**src/rtl/vga_pkg.sv**
```systemverilog
// Timing-set definitions shared by the VGA timing generator and its axis counters.
// Pure types and constants: no latency, no flow control.
package vga_pkg;

    typedef struct packed {
        logic [15:0] h_active;
        logic [15:0] h_fp;
        logic [15:0] h_pulse;
        logic [15:0] h_bp;
        logic [15:0] v_active;
        logic [15:0] v_fp;
        logic [15:0] v_pulse;
        logic [15:0] v_bp;
        logic        h_pol;
        logic        v_pol;
    } vga_timing_t;

    localparam vga_timing_t VGA_640X480 = '{
        h_active: 16'd640, h_fp: 16'd16, h_pulse: 16'd96,  h_bp: 16'd48,
        v_active: 16'd480, v_fp: 16'd10, v_pulse: 16'd2,   v_bp: 16'd33,
        h_pol: 1'b0, v_pol: 1'b0};

    localparam vga_timing_t VGA_800X600 = '{
        h_active: 16'd800, h_fp: 16'd40, h_pulse: 16'd128, h_bp: 16'd88,
        v_active: 16'd600, v_fp: 16'd1,  v_pulse: 16'd4,   v_bp: 16'd23,
        h_pol: 1'b1, v_pol: 1'b1};

    localparam vga_timing_t TB_TINY = '{
        h_active: 16'd8, h_fp: 16'd2, h_pulse: 16'd3, h_bp: 16'd1,
        v_active: 16'd4, v_fp: 16'd1, v_pulse: 16'd1, v_bp: 16'd1,
        h_pol: 1'b0, v_pol: 1'b1};

    function automatic int unsigned h_period(input vga_timing_t t);
        return int'(t.h_active) + int'(t.h_fp) + int'(t.h_pulse) + int'(t.h_bp);
    endfunction

    function automatic int unsigned v_period(input vga_timing_t t);
        return int'(t.v_active) + int'(t.v_fp) + int'(t.v_pulse) + int'(t.v_bp);
    endfunction

endpackage

```
**src/rtl/vga_axis_ctr.sv**
```systemverilog
// One scan axis: position counter with wrap, plus combinational sync/active decode of the count.
// Counter advances one position per step; no backpressure, step simply gates the advance.
module vga_axis_ctr #(
    parameter int W = 11
) (
    input  logic         clk,
    input  logic         rst_n,
    input  logic         step,
    input  logic [W-1:0] active,
    input  logic [W-1:0] fp,
    input  logic [W-1:0] pulse,
    input  logic [W-1:0] bp,
    input  logic         pol,
    output logic [W-1:0] cnt,
    output logic         wrap,
    output logic         sync,
    output logic         act
);

    logic [W-1:0] sync_lo;
    logic [W-1:0] sync_hi;
    logic [W-1:0] last;

    assign sync_lo = active + fp;
    assign sync_hi = sync_lo + pulse;
    assign last    = sync_hi + bp - W'(1);

    assign wrap = (cnt == last);
    assign act  = (cnt < active);
    assign sync = ((cnt >= sync_lo) && (cnt < sync_hi)) ? pol : ~pol;

    always_ff @(posedge clk or negedge rst_n) begin
        if (!rst_n) begin
            cnt <= '0;
        end else if (step) begin
            cnt <= wrap ? '0 : cnt + W'(1);
        end
    end

endmodule

```
**src/rtl/vga_timing_gen.sv**
```systemverilog
// Dual-mode VGA raster timing generator; outputs are registered one pixel tick after the counts they decode.
// en=0 freezes everything; mode changes only take effect at a frame boundary.
module vga_timing_gen
    import vga_pkg::*;
#(
    parameter int          H_BITS   = 11,
    parameter int          V_BITS   = 10,
    parameter vga_timing_t TIMING_A = vga_pkg::VGA_640X480,
    parameter vga_timing_t TIMING_B = vga_pkg::VGA_800X600,
    parameter int          PIX_DIV  = 1
) (
    input  logic              clk,
    input  logic              rst_n,
    input  logic              en,
    input  logic              mode_sel,
    output logic              mode_act,
    output logic              pix_tick,
    output logic              h_sync,
    output logic              v_sync,
    output logic              disp_ena,
    output logic              n_blank,
    output logic              n_sync,
    output logic [H_BITS-1:0] col,
    output logic [V_BITS-1:0] row,
    output logic              line_start,
    output logic              frame_start
);

    localparam int PW = (PIX_DIV > 1) ? $clog2(PIX_DIV) : 1;

    if (PIX_DIV < 1 || PIX_DIV > 16) begin : g_bad_div
        $fatal(1, "vga_timing_gen: PIX_DIV outside 1..16");
    end
    if (H_BITS > 16 || V_BITS > 16) begin : g_bad_bits
        $fatal(1, "vga_timing_gen: axis width exceeds timing field width");
    end
    if (int'(TIMING_A.h_active) > (2**H_BITS) - 1 || int'(TIMING_B.h_active) > (2**H_BITS) - 1 ||
        h_period(TIMING_A) > (2**H_BITS) || h_period(TIMING_B) > (2**H_BITS)) begin : g_bad_h
        $fatal(1, "vga_timing_gen: horizontal timing does not fit H_BITS");
    end
    if (int'(TIMING_A.v_active) > (2**V_BITS) - 1 || int'(TIMING_B.v_active) > (2**V_BITS) - 1 ||
        v_period(TIMING_A) > (2**V_BITS) || v_period(TIMING_B) > (2**V_BITS)) begin : g_bad_v
        $fatal(1, "vga_timing_gen: vertical timing does not fit V_BITS");
    end

    logic [PW-1:0]     pre;
    logic              tick;
    logic              mode_cur;
    logic [H_BITS-1:0] h_cnt;
    logic [V_BITS-1:0] v_cnt;
    logic              h_wrap, v_wrap, h_sync_d, v_sync_d, h_act, v_act;

    assign tick     = en && (pre == PW'(PIX_DIV - 1));
    assign pix_tick = tick && rst_n;

    always_ff @(posedge clk or negedge rst_n) begin
        if (!rst_n) begin
            pre <= '0;
        end else if (en) begin
            pre <= tick ? '0 : pre + PW'(1);
        end
    end

    // mode_cur drives the counters; mode_act is its registered, display-aligned copy.
    vga_axis_ctr #(.W(H_BITS)) u_h (
        .clk   (clk),
        .rst_n (rst_n),
        .step  (tick),
        .active(mode_cur ? TIMING_B.h_active[H_BITS-1:0] : TIMING_A.h_active[H_BITS-1:0]),
        .fp    (mode_cur ? TIMING_B.h_fp[H_BITS-1:0]     : TIMING_A.h_fp[H_BITS-1:0]),
        .pulse (mode_cur ? TIMING_B.h_pulse[H_BITS-1:0]  : TIMING_A.h_pulse[H_BITS-1:0]),
        .bp    (mode_cur ? TIMING_B.h_bp[H_BITS-1:0]     : TIMING_A.h_bp[H_BITS-1:0]),
        .pol   (mode_cur ? TIMING_B.h_pol : TIMING_A.h_pol),
        .cnt   (h_cnt),
        .wrap  (h_wrap),
        .sync  (h_sync_d),
        .act   (h_act)
    );

    vga_axis_ctr #(.W(V_BITS)) u_v (
        .clk   (clk),
        .rst_n (rst_n),
        .step  (tick && h_wrap),
        .active(mode_cur ? TIMING_B.v_active[V_BITS-1:0] : TIMING_A.v_active[V_BITS-1:0]),
        .fp    (mode_cur ? TIMING_B.v_fp[V_BITS-1:0]     : TIMING_A.v_fp[V_BITS-1:0]),
        .pulse (mode_cur ? TIMING_B.v_pulse[V_BITS-1:0]  : TIMING_A.v_pulse[V_BITS-1:0]),
        .bp    (mode_cur ? TIMING_B.v_bp[V_BITS-1:0]     : TIMING_A.v_bp[V_BITS-1:0]),
        .pol   (mode_cur ? TIMING_B.v_pol : TIMING_A.v_pol),
        .cnt   (v_cnt),
        .wrap  (v_wrap),
        .sync  (v_sync_d),
        .act   (v_act)
    );

    always_ff @(posedge clk or negedge rst_n) begin
        if (!rst_n) begin
            mode_cur    <= 1'b0;
            mode_act    <= 1'b0;
            h_sync      <= ~TIMING_A.h_pol;
            v_sync      <= ~TIMING_A.v_pol;
            disp_ena    <= 1'b0;
            col         <= '0;
            row         <= '0;
            line_start  <= 1'b0;
            frame_start <= 1'b0;
        end else if (tick) begin
            if (h_wrap && v_wrap) begin
                mode_cur <= mode_sel;
            end
            mode_act    <= mode_cur;
            h_sync      <= h_sync_d;
            v_sync      <= v_sync_d;
            disp_ena    <= h_act && v_act;
            if (h_act) col <= h_cnt;
            if (v_act) row <= v_cnt;
            line_start  <= (h_cnt == '0);
            frame_start <= (h_cnt == '0) && (v_cnt == '0);
        end
    end

    assign n_blank = disp_ena;
    assign n_sync  = 1'b0;

endmodule

```
**config.mk**
```make
export PLATFORM = sky130hd
export DESIGN_NAME = vga_timing_gen
export DESIGN_NICKNAME = d
export VERILOG_FILES = /design/src/rtl/vga_pkg.sv /design/src/rtl/vga_axis_ctr.sv /design/src/rtl/vga_timing_gen.sv
export SDC_FILE = /design/constraint.sdc
export NUM_CORES = 1
export LEC_CHECK = 0
export ABC_AREA = 1
export CORE_ASPECT_RATIO = 0.8
export CORE_MARGIN = 5
export CORE_UTILIZATION = 60
export CTS_BUF_LIST = sky130_fd_sc_hd__clkbuf_8
export DETAILED_ROUTE_END_ITERATION = 7
export MAX_ROUTING_LAYER = met4
export PLACE_DENSITY_LB_ADDON = 0.3
export SLEW_MARGIN = 10
export SYNTH_ARGS = -nofsm -noshare
export SYNTH_HDL_FRONTEND = slang
export SYNTH_SLANG_ARGS = --single-unit
```
**constraint.sdc**
```tcl
create_clock -name clk -period 3.3 [get_ports clk]
set_input_delay 0.99 -clock clk [delete_from_list [all_inputs] [get_ports clk]]
set_output_delay 0.99 -clock clk [all_outputs]
set_load 0.05 [all_outputs]
```
==> impl_results.md, run 1 <==
* Clock transition at the registers of the reported paths at 0.08 ns
* Share of cells above drive strength 1 at 4.91%
* CTS Hold Bufs at 0
* Final Skew at 0.00568 ns
* Min Tclk post-route at 2.92 ns
* Setup bufs post-CTS at 0
* Static Leak at 1.61 nW
* Largest family of logic cells by synthesized area: simple AND/OR/NAND/NOR gates
* Final #Nets at 429
* Psw at 453 µW
* Synth Area in Compound Gates at 6.97%
* Largest net degree at the start of global routing at 51
* Worst R2R End: row[8]$_DFFE_PN0P_
* Routability congestion estimate at 0.974
* Rel. slew slack at 58.6%
* Ranking of synthesized cells by area: dfrtp_1 41%, nand2_1 13%, ha_1 8.2%
* R2R Path Start: mode_cur$_DFFE_PN0P_
* FFs w/ async S/R, synth at 100%
* Clock Tree Buf Depth at 2
* Power share of the sequential group at 54.2%
* Synth Area in Adders at 8.17%
* Multiplexer area fraction after synthesis at 0%
* Worst skew pair latency at 0.29 ns
* Total gr overflow at 0
* Most instantiated cells after synthesis: 98 x nand2_1, 48 x dfrtp_1, 38 x inv_1, 38 x nand3_1, 36 x nor2_1
* Internal at 901 µW
* CTS Buf Count at 5
* Comb pwr share at 21.5%
* Area Growth Syn to Fin at 14.9%
* Design Area, Final at 0.00334 mm²
* Worst reg-to-reg path cell count at 7
* Resized Gates After CTS at 0
* Crit share post-route at 88.5%
* Final setup TNS at 0 ns
* Residual DRC at 0
* Worst Setup EP: pix_tick
* Synth Register Bits at 50
* Detailed Route WL at 6.32 mm
* Synth Area in Simple Gates at 29.6%
* Crit-path max FO at 3
* Max incr delay on CP at 0.51 ns
* Top Ports at 34
* Post-DP HPWL at 4.76 mm
* Prevailing post-synth register cell: dfrtp_1
* Post-synth EDFFs at 0
* Max cap viols at 0
* Hold Path Class: reg2reg
* RSZ-0062 raised after global routing: no
* Synthesized area at 0.00291 mm²
* Crit path kind: in2out
* Filler cell count in the final layout at 362
* Ys Warns at 0
* N_diodes at 0
* IO buf count at 32
* Initial antenna violation count at 0
* Die span in x at 87.9 µm
* CTS sink count at 50
* Mean post-synth cell area at 7.74 µm²
* Total track usage at 22.3%
* Final setup violation count at 0
* Worst slew pin tran at 0.621 ns
* XOR/XNOR Fraction of Synth Area at 3.91%
* Core area at 0.00465 mm²
* Status: finished, final reports clean
* Required @ worst endpoint at 2.31 ns
* Area leader, netlist: dfrtp_1
* Detail Route Antenna Nets at 0
* First-pass GRT wire length at 11.0 mm
* Number of global-route vias before repair at 2392
* Register area at 0.00125 mm²
* DP Area at 0.00326 mm²
* PwrDens at 405 mW/mm²
* Rows at 22
* Die area at 0.00635 mm²
* Setup crit start kind: primary input
* Net Sw Frac at 33.5%
* Vias at 2568
* Post-synth top area share at 41.3%
* Pins Over Slew Limit at 0
* CTS tree: built
* Final hold vios at 0
* Crit-path cells: clkdlybuf4s50_1 > nand2_1 > nor2_1 > buf_12
* Register area share after synthesis at 43.1%
* Multi-input logic area at 0.00142 mm²
* Die Height at 72.3 µm
* Slowest CP cell: clkdlybuf4s50_1
* Arr. time, crit path at 1.93 ns
* Critical path endpoint category: output pin
* Yosys cell types at 25
* Average routed wire per standard cell at 13.5 µm
* Upper clock frequency limit at 343 MHz
* Worst Hold Depth at 2
* Mapped Cells at 376
* Share of power burned in the clock network at 24.3%
* Most common cell in the netlist: nand2_1
* Reg2reg setup slack at 1.22 ns
* Syn nets at 399
* H-tree depth at 2
* Drt pass-1 iters at 4
* Critical Path Start: en
* Overall power at 1.35 mW
* DRT iter0 DRCs at 220
* Initial core utilization at 62.5%
* Clk root buf: clkbuf_8
* Via-per-instance ratio at 5.50
* Max VDD drop at 0.000317 V
metrics by stage:
step	setup slack [ns]	std cells	hold slack (ns)	util (%)
final	0.381	467	0.478	71.8
after floorplan	0.319	376	0.456	-
after detailed placement	0.381	459	0.459	70.1
after global placement	0.404	459	0.448	70.1
after global routing	0.344	467	0.488	71.8
after CTS	0.373	467	0.480	71.8
critical path: cells and delay by family:
kind | cells | cell delay, ns
simple gates | 2 | 0.26
buf+inv | 2 | 0.67
metal layers:
metal  up-vias  global-route usage [%]  part of all wire [%]
met3         6                    3.41                   7.7
met1      1206                    34.0                    49
met5         -                       -                     0
met2        88                    31.8                    42
met4         0                    4.09                  0.87
li1       1268                       -                     -
area by class of cell:
class,instances,area share (%)
multi-input cells,271,42.5
clock buffers,5,2.06
well taps,60,2.25
inverters,42,4.72
clock inverters,3,0.337
repair buffers,36,10.6
flip-flops and latches,50,37.5
power groups by stage:
stage	sequential [mW]	combinational, mW	clock [mW]
final	0.734	0.292	0.329
after global routing	0.742	0.337	0.361
after CTS	0.730	0.291	0.334
after detailed placement	0.742	0.288	0
after global placement	0.740	0.275	0
after floorplan	0.733	0.200	0
logic make-up (layout without fill, tap and decap cells):
logic type / after synthesis / count (layout)
flip-flops: 50 / 50
other: 1 / 1
adder cells (fa/ha/maj): 19 / 19
buffers and inverters: 55 / 86
AND/OR/NAND/NOR: 199 / 199
XOR/XNOR: 13 / 13
AO/OA/AOI/OAI: 39 / 39
worst min path at each step:
stage          slack, ns                 from                   to
4_1_cts             0.48  col[10]$_DFFE_PN0P_  col[10]$_DFFE_PN0P_
6_report            0.48   col[6]$_DFFE_PN0P_   col[6]$_DFFE_PN0P_
3_5_place_dp        0.46  col[10]$_DFFE_PN0P_  col[10]$_DFFE_PN0P_
5_1_grt             0.49   col[6]$_DFFE_PN0P_   col[6]$_DFFE_PN0P_
3_3_place_gp        0.45  col[10]$_DFFE_PN0P_  col[10]$_DFFE_PN0P_
2_1_floorplan       0.46      pre$_DFFE_PN0P_      pre$_DFFE_PN0P_
flip-flops by register name, indices dropped and copies added (netlist names):
name	count
pre	1
col	11
mode_cur	1
h_sync	1
line_start	1
u_h.cnt	11
mode_act	1
row	10
u_v.cnt	10
frame_start	1
v_sync	1
disp_ena	1
cells in the final DEF (no fill, tap or decap), drive strengths merged, types with 5 or more instances in the layout:
cell type,synthesis,routed
clkdlybuf4s50,0,30
dfrtp,48,48
nand3,38,38
buf,10,6
inv,42,45
nand3b,5,5
nor3,9,9
clkbuf,3,5
nor2,37,37
nand2,98,98
o21ai,32,32
ha,19,19
nand4,9,9
xor2,13,13
Power figures use the tool's default switching activity.
==> run 2, diff against run 1 <==
--- a/config.mk
+++ b/config.mk
@@ -11,6 +11,7 @@
 export CORE_UTILIZATION = 60
 export CTS_BUF_LIST = sky130_fd_sc_hd__clkbuf_8
 export DETAILED_ROUTE_END_ITERATION = 7
+export DONT_BUFFER_PORTS = 1
 export MAX_ROUTING_LAYER = met4
 export PLACE_DENSITY_LB_ADDON = 0.3
 export SLEW_MARGIN = 10
==> impl_results.md, run 2 (synthesized netlist as in run 1, its figures left out) <==
* Status: finished, final reports clean
* Crit path kind: reg2reg
* Worst slew pin tran at 0.910 ns (+0.290 ns)
* Clock Tree Buf Depth at 2 (unchanged)
* Vias at 2410 (-6.2%)
* Detailed Route WL at 6.34 mm (+0.44%)
* Clk root buf: clkbuf_8
* Hold Path Class: in2async
* Clock transition at the registers of the reported paths at 0.09 ns (about the same)
* Final WS setup at 0.683 ns (+0.302 ns)
* Core area at 0.00465 mm² (unchanged)
* Place WS at 0.773 ns (+0.392 ns)
* Psw at 468 µW (+3.4%)
* Via-per-instance ratio at 5.55 (+0.98%)
* PwrDens at 453 mW/mm² (+12%)
* CTS sink count at 50 (unchanged)
* Die Height at 72.3 µm (unchanged)
* Utilization after layout at 64.9% (-6.9 points)
* Most common cell after layout, fill and taps aside: nand2_1
* Register area at 0.00125 mm² (unchanged)
* H-tree depth at 2 (unchanged)
* Drt pass-1 iters at 5 (+1)
* Residual DRC at 0 (unchanged)
* CTS Buf Count at 5 (unchanged)
* RSZ-0062 raised after global routing: no
* Initial core utilization at 62.5% (unchanged)
* Most frequent cells in the layout: 98 x nand2_1, 48 x dfrtp_1, 38 x inv_1, 38 x nand3_1, 36 x nor2_1
* Final non-filler cell total at 434 (-7.1%)
* Die span in x at 87.9 µm (unchanged)
* Final hold vios at 0 (unchanged)
* Routability congestion estimate at 0.925 (-5.1%)
* Crit-path max FO at 20 (+17)
* DRT iter0 DRCs at 281 (+28%)
* Internal at 898 µW (-0.31%)
* Initial antenna violation count at 0 (unchanged)
* Share of power burned in the clock network at 26.8% (+2.5 points)
* Required @ worst endpoint at 3.48 ns (+1.17 ns)
* Final setup violation count at 0 (unchanged)
* Filler cell count in the final layout at 401 (+11%)
* Worst skew pair latency at 0.31 ns (+0.02 ns)
* Average routed wire per standard cell at 14.6 µm (+8.1%)
* Arr. time, crit path at 2.80 ns (+0.87 ns)
* Total track usage at 22.3% (-0.036 points)
* Critical path endpoint category: flop
* Min Tclk post-route at 2.62 ns (-0.302 ns)
* First-pass GRT wire length at 10.7 mm (-3.0%)
* Overall power at 1.37 mW (+0.92%)
* Max VDD drop at 0.000424 V (+34%)
* Pins Over Slew Limit at 0 (unchanged)
* Placed insts at 426 (-7.2%)
* Number of global-route vias before repair at 2243 (-6.2%)
* Post-DP HPWL at 4.63 mm (-2.7%)
* Final Skew at 0.00489 ns (-0.000781 ns)
* N_diodes at 0 (unchanged)
* Upper clock frequency limit at 382 MHz (+12%)
* Largest net degree at the start of global routing at 52 (+2.0%)
* IO buf count at 0 (-100%)
* Max cap viols at 0 (unchanged)
* Area Growth Syn to Fin at 3.79%
* Final setup TNS at 0 ns (unchanged)
* Final #Nets at 396 (-7.7%)
* Power share of the sequential group at 54.6% (+0.4 points)
* Resized Gates After CTS at 0 (unchanged)
* Total gr overflow at 0 (unchanged)
* Die area at 0.00635 mm² (unchanged)
* Crit share post-route at 79.3% (-9.2 points)
* Largest registers: col (11), u_h.cnt (11)
* Setup crit start kind: flop
* Rel. slew slack at 39.3% (-19 points)
* Comb pwr share at 18.7% (-2.8 points)
* Share of cells above drive strength 1 at 5.35% (+0.43 points)
* Detail Route Antenna Nets at 0 (unchanged)
* Static Leak at 1.48 nW (-8.1%)
* Top Ports at 34 (unchanged)
* Setup bufs post-CTS at 0 (unchanged)
* Rows at 22 (unchanged)
* CTS Hold Bufs at 0 (unchanged)
* Multi-input logic area at 0.00142 mm² (unchanged)
* Net Sw Frac at 34.3% (+0.81 points)
* CTS tree: built
[run 2: cell count changes in the layout (fill, tap and decap cells not counted), sizes merged]
cell,previous run,this run
buf,6,3
clkdlybuf4s50,30,0
clkinv,0,2
clkinvlp,0,1
inv,45,42
[run 2: metal layers]
layer / part of all wire [%] / up-vias / GRT usage (%)
li1: - / 1203 / -
met1: 50 / 1097 / 33.2
met2: 40 / 100 / 29.8
met3: 9.1 / 10 / 5.22
met4: 1.4 / 0 / 6.81
met5: 0 / - / -
[run 2: cell type report]
cell class,instances,area share [%]
Clock buffer,5,2.28
Clock inverter,3,0.705
Inverter,42,5.22
Multi-Input combinational cell,271,47.0
Sequential cell,50,41.5
Tap cell,60,2.49
Timing Repair Buffer,3,0.746
[run 2: path summary, 6_finish.rpt]
check / from / endpoint / slack [ns] / depth (start not counted)
setup / recovery: mode_cur$_DFFE_PN0P_ / col[8]$_DFFE_PN0P_ / 0.68 / 9
min in group clk: pre$_DFFE_PN0P_ / pre$_DFFE_PN0P_ / 0.52 / 2
hold / removal: rst_n / col[9]$_DFFE_PN0P_ / 0.36 / 0
hold reg to reg: pre$_DFFE_PN0P_ / pre$_DFFE_PN0P_ / 0.52 / 2
max in group asynchronous: rst_n / v_sync$_DFFE_PN1P_ / 2.76 / 0
setup reg to reg: mode_cur$_DFFE_PN0P_ / col[8]$_DFFE_PN0P_ / 0.68 / 9
[run 2: worst max-delay path, cell delays in order, from the launching register on]
cell and delay (ns):
dfrtp_1 0.81, inv_2 0.23, ha_1 0.43, nand2_1 0.07, nor2_1 0.20, o21ai_1 0.10, nand2_1 0.08, nor2_1 0.05
inv_1 0.36, o21ai_0 0.15
[run 2: power by group through the flow]
stage	registers, mW	logic (mW)	clock network, mW
global route	0.753	0.295	0.396
detailed placement	0.755	0.251	0
floorplan	0.733	0.200	0
finish	0.746	0.255	0.366
CTS	0.743	0.253	0.374
global placement	0.755	0.239	0
[run 2: metrics by stage]
step	hold slack [ns]	instance area (µm²)
after floorplan	0.456	2910
after global placement	0.472	2930
after detailed placement	0.517	2930
after CTS	0.348	3020
after global routing	0.338	3020
final	0.359	3020
